### config.mk
export PLATFORM = sky130hd
export DESIGN_NAME = fetch_stage
export DESIGN_NICKNAME = d
export VERILOG_FILES = /design/src/rtl/fetch_stage.sv
export SDC_FILE = /design/constraint.sdc
export NUM_CORES = 1
export LEC_CHECK = 0
export ABC_AREA = 1
export CAP_MARGIN = 5
export CORE_MARGIN = 3
export CORE_UTILIZATION = 40
export CTS_CLUSTER_DIAMETER = 50
export DETAILED_ROUTE_END_ITERATION = 7
export PLACE_DENSITY = 0.76
export SYNTH_ARGS = -nofsm -noshare
export SYNTH_HDL_FRONTEND = slang
export SYNTH_SLANG_ARGS = --single-unit
### constraint.sdc
create_clock -name clk -period 2.6 [get_ports clk]
set_input_delay 0.65 -clock clk [delete_from_list [all_inputs] [get_ports clk]]
set_output_delay 0.65 -clock clk [all_outputs]
set_load 0.05 [all_outputs]
### src/rtl/fetch_stage.sv
// F stage of the 5-stage MIPS pipeline: holds PC_F, addresses instruction memory,
// flags fetch address errors and owns the F/D pipeline register that feeds decode.
module fetch_stage #(
  parameter logic [31:0] PC_RESET = 32'h0000_3000,
  parameter logic [31:0] IM_BASE  = 32'h0000_3000,
  parameter logic [31:0] IM_TOP   = 32'h0000_6FFC,
  parameter int          CNT_W    = 32
) (
  input  logic             clk,
  input  logic             reset,
  input  logic             stall,
  input  logic             flush_d,
  input  logic [31:0]      npc,
  output logic [31:0]      i_inst_addr,
  input  logic [31:0]      i_inst_rdata,
  output logic [31:0]      pc_f,
  output logic [31:0]      instr_d,
  output logic [31:0]      pc_d,
  output logic             valid_d,
  output logic             adel_d,
  output logic [CNT_W-1:0] fetch_cnt
);

  typedef struct packed {
    logic [31:0] instr;
    logic [31:0] pc;
    logic        valid;
    logic        adel;
  } fd_reg_t;

  logic [31:0]      pc_f_q, pc_f_d;
  fd_reg_t          fd_q, fd_d;
  logic [CNT_W-1:0] cnt_q, cnt_d;

  logic        fetch_err;
  logic [31:0] fetch_word;

  // Misaligned or outside the instruction window; a faulting fetch enters D as a nop.
  assign fetch_err  = (pc_f_q[1:0] != 2'b00) || (pc_f_q < IM_BASE) || (pc_f_q > IM_TOP);
  assign fetch_word = fetch_err ? 32'h0000_0000 : i_inst_rdata;

  always_comb begin
    // NOTE: every signal gets a default before any branch so no path leaves it
    // unassigned; otherwise synthesis would infer a latch to remember it.
    pc_f_d = stall ? pc_f_q : npc;
    fd_d   = fd_q;
    cnt_d  = cnt_q;
    if (flush_d) begin
      // The bubble still records pc_f so decode knows where the slot came from.
      fd_d = '{instr: 32'h0000_0000, pc: pc_f_q, valid: 1'b0, adel: 1'b0};
    end else if (!stall) begin
      fd_d  = '{instr: fetch_word, pc: pc_f_q, valid: 1'b1, adel: fetch_err};
      cnt_d = cnt_q + CNT_W'(1);
    end
  end

  always_ff @(posedge clk) begin
    // NOTE: state registers use non-blocking assignment so every flop samples
    // the pre-edge values regardless of statement order.
    if (reset) begin
      pc_f_q <= PC_RESET;
      fd_q   <= '0;
      cnt_q  <= '0;
    end else begin
      pc_f_q <= pc_f_d;
      fd_q   <= fd_d;
      cnt_q  <= cnt_d;
    end
  end

  assign i_inst_addr = pc_f_q;
  assign pc_f        = pc_f_q;
  assign instr_d     = fd_q.instr;
  assign pc_d        = fd_q.pc;
  assign valid_d     = fd_q.valid;
  assign adel_d      = fd_q.adel;
  assign fetch_cnt   = cnt_q;

endmodule
# Word level (Yosys, flattened, before mapping)
# Cells that the tools add are included.
# op_classes
add_sub_neg,1
magnitude_cmp,2
eq_ne,1
n_mux,3
n_bitwise,2
n_reduce_logical,5
# ops
cell,n
$mux W34,2
$add A32 B1 Y32 const B,1
$gt A32 B15 Y1 const B,1
$lt A32 B14 Y1 const B,1
$mux W32,1
$logic_or A1 B1 Y1,2
$ne A2 B1 Y1 const B,1
$not A1 Y1,2
$reduce_and A2 Y1,1
$reduce_bool A2 Y1,1
$reduce_or A2 Y1,1
# word_totals
ff_bits,130
out_inout_bits,162

# Depth between registers and ports, before layout
# logic_depth
depth_word,5
mapped_depth,11

# Worst setup path before layout
# Ideal clock, no wire load.
# synth_path
path_kind,register to register
from,"reg cnt_q[0], in the netlist fetch_cnt[0]"
to,"reg cnt_q[14], in the netlist fetch_cnt[14]"
setup_ps,114
arrival_ps,1731
t_required_ps,2486
path_slack_ps,754
stages_incl_launch_ff,9
n_path_buf,0
synth_period_minus_slack_ps,1846
cell_sequence,dfxtp_1 > ha_1 > nand3_1 > nor2_4 > nand3_4 > nor3b_1 > nand2_1 > nand2_1 > nor2_1
# synth_via
elab_chain_len,1
# synth_rtl
element,line_no,rtl
start: declaration,33,"logic [CNT_W-1:0] cnt_q, cnt_d;"
start signal: assignment,67,cnt_q <= cnt_d;
$add A32 B1 Y32,53,cnt_d = cnt_q + CNT_W'(1);
# No other way between the ends.
# A chain may end at the register's enable or synchronous reset.

# Worst setup path after layout
# layout_path
from,"reg pc_f_q[13], in the netlist i_inst_addr[13]"
to,out i_inst_addr[13]
# layout_lines
element,line_no,rtl
start: declaration,31,"logic [31:0] pc_f_q, pc_f_d;"
start signal: assignment,65,pc_f_q <= pc_f_d;
end: declaration,14,"output logic [31:0] i_inst_addr,"
# No word-level cell between the ends.

==> key figures <==
Clock network
  – Setup bufs post-CTS: 0
  – Post-CTS Hold Fix Bufs: 0
  – H-tree levels: 4
  – CTS Buffer Depth: 2
  – Resized Gates After CTS: 0
  – Clk_lat worst skew: 410 ps
  – Num CTS Buffers: 17
  – CTS tree: done
  – Worst-path clk slew: 50 ps
  – Clock sinks: 130
  – Clk root buf: clkbuf_16

Timing
  – # setup viols final: 0
  – Crit share post-route: 92.1%
  – F_max: 0.418 GHz
  – RSZ-0062 raised after global routing: false
  – Clk_skew: 7.62 ps
  – Max-slew violations: 0
  – Tmin final: 2390 ps
  – Final hold viol count: 0
  – Setup_tns: 0 ps
  – Worst Tran Pin Value: 664 ps
  – Headroom to the max-slew limit: 55.7%

Critical path
  – Crit path max-delay family: buffers and inverters
  – Critical Path Start Type: register
  – Max incr delay on CP: 880 ps
  – R2R Setup Slk: 970 ps
  – Worst R2R End: instr_d[26]
  – Slowest-stage cell, CP: clkdlybuf4s50_1
  – Critical Path End: i_inst_addr[13]
  – WP buf/inv: 1
  – Crit path cell chain: clkdlybuf4s50_1
  – Worst endpoint required time: 1950 ps
  – WS Path Type: register to output pin
  – Crit. Startpoint: i_inst_addr[13]
  – R2r worst-path depth: 8
  – Crit path DAT: 1740 ps
  – Worst path depth: 1
  – Critical path peak fanout: 6
  – Setup crit end kind: output pin
  – Reg-to-reg startpoint: i_inst_addr[18]

Global route
  – Largest net degree at the start of global routing: 71
  – Overflow left after global routing: 0
  – Global Route Usage Sum: 20.8%
  – Vias in the first global route: 4828
  – Initial antenna violation count: 0
  – First-pass GRT wire length: 24.4 mm

Placed design
  – RePlAce Congestion: 0.827
  – Dpl cells: 1072
  – Buffers on Ports: 229
  – DPL Wire Length: 10.8 mm

Synth
  – Synth area leaders: dfxtp_1, nor2_1, nand2_1
  – Cells after Synth: 727
  – Post-synth top area cell: dfxtp_1
  – Syn_area_per_cell: 7.38 µm²
  – Synth cell types: 31
  – Synthesized area: 5360 µm²
  – Ys Warns: 0
  – Area share of the largest cell type after synthesis: 48.5%
  – Sequential share of the synthesized area: 48.5%
  – Yosys reg bits: 130
  – Syn nets: 796

Routing
  – Total routed wirelength: 15.2 mm
  – DRC viols: 0
  – Post-route ant nets: 0
  – DR vias: 5091
  – First drt pass iteration count: 7
  – Initial DRC Count: 270
  – Avg WL per Cell: 13.8 µm
  – Post-DR vias/cell: 4.65

Power and ir drop
  – Pleak: 3.20 nW
  – Cell Pwr Density: 649 nW/µm²
  – Tot Pwr: 5.25 mW
  – Max rail drop VDD: 0.558 mV

Layout
  – Commonest non-fill, non-tap cell in the layout: clkdlybuf4s50_1
  – Synth-to-layout area growth: 50.6%
  – Nets: 988
  – Fillers: 1169
  – Commonest cells after routing, fill and taps aside: clkdlybuf4s50_1, nor2_1, nand2_1
  – Fin cells: 1096
  – Share of cells above drive strength 1: 5.09%
  – ANT cells: 0

Min path
  – Hold Crit Class: register to register
  – Min-delay src: instr_d[27]

Floorplan
  – DIE WIDTH: 122 µm
  – # IOs: 230
  – Die footprint: 14800 µm²
  – Die Ht: 122 µm
  – Row Count: 41
  – Initial core utilization: 41.7%
  – Core Box Area: 12900 µm²

Job
  – Max-cap viol count: 0

Status
  – Status: completed
-- metrics by stage --
stage / instance area [µm²] / setup slack [ps] / hold WS (ps) / utilization, %
after floorplan: 5360 / 754 / 672 / -
after global placement: 7560 / 377 / 447 / 58.7
after detailed placement: 7560 / 343 / 455 / 58.7
after CTS: 8080 / 181 / 461 / 62.8
after global routing: 8080 / 140 / 479 / 62.8
final: 8080 / 206 / 458 / 62.8
-- power by group --
part | internal [mW] | switching (mW)
clock network | 1.37 | 0.767
logic | 0.341 | 0.621
registers | 2.08 | 0.0684
total | 3.79 | 1.46
-- area by class of cell --
class | count | area, µm² | area share [%]
sequential | 130 | 2600 | 32.2
timing repair buffer | 238 | 2370 | 29.3
multi-input combinational | 485 | 2190 | 27.1
clock buffer | 23 | 488 | 6.04
tap | 172 | 215 | 2.66
inverter | 47 | 184 | 2.28
clock inverter | 1 | 30.0 | 0.372
-- state kept, by name, indices dropped and copies added (netlist names) --
name and flops:
fetch_cnt 32, i_inst_addr 32, instr_d 32, pc_d 32, adel_d 1, valid_d 1
-- synth_stat cells, drive strengths merged --
library cell,instances
a21oi,53
a31oi,1
buf,38
clkbuf,27
clkinv,1
dfxtp,130
ha,1
inv,46
nand2,141
nand3,22
nand3b,1
nand4,6
nor2,170
nor3,11
nor3b,1
o21a,2
o21ai,71
o21bai,1
xnor2,1
xor2,3
-- worst min-delay path by stage --
stage                        endpoint  slack (ps)  cells after the start
final                     instr_d[27]         460                      2
after global routing      instr_d[30]         480                      2
after CTS                 instr_d[27]         460                      2
after detailed placement  instr_d[10]         450                      2
after global placement    instr_d[22]         450                      2
after floorplan                adel_d         670                      2
-- cell families after synthesis --
family | count (synthesis) | synth area share [%]
buffers and inverters | 112 | 10.6
AOI/OAI and AO/OA | 128 | 12.1
and+or+nand+nor | 352 | 27.9
xor gates and xnor gates | 4 | 0.653
DFF | 130 | 48.5
adders and majority gates | 1 | 0.233
-- per-layer routing --
metal,GRT usage (%),vias up,wire length (µm)
li1,-,2655,-
met1,25.2,2255,6480
met2,34.6,161,7240
met3,7.29,20,1170
met4,6.51,0,262
met5,0,-,0
No activity file was read; power rests on OpenSTA's default activity.
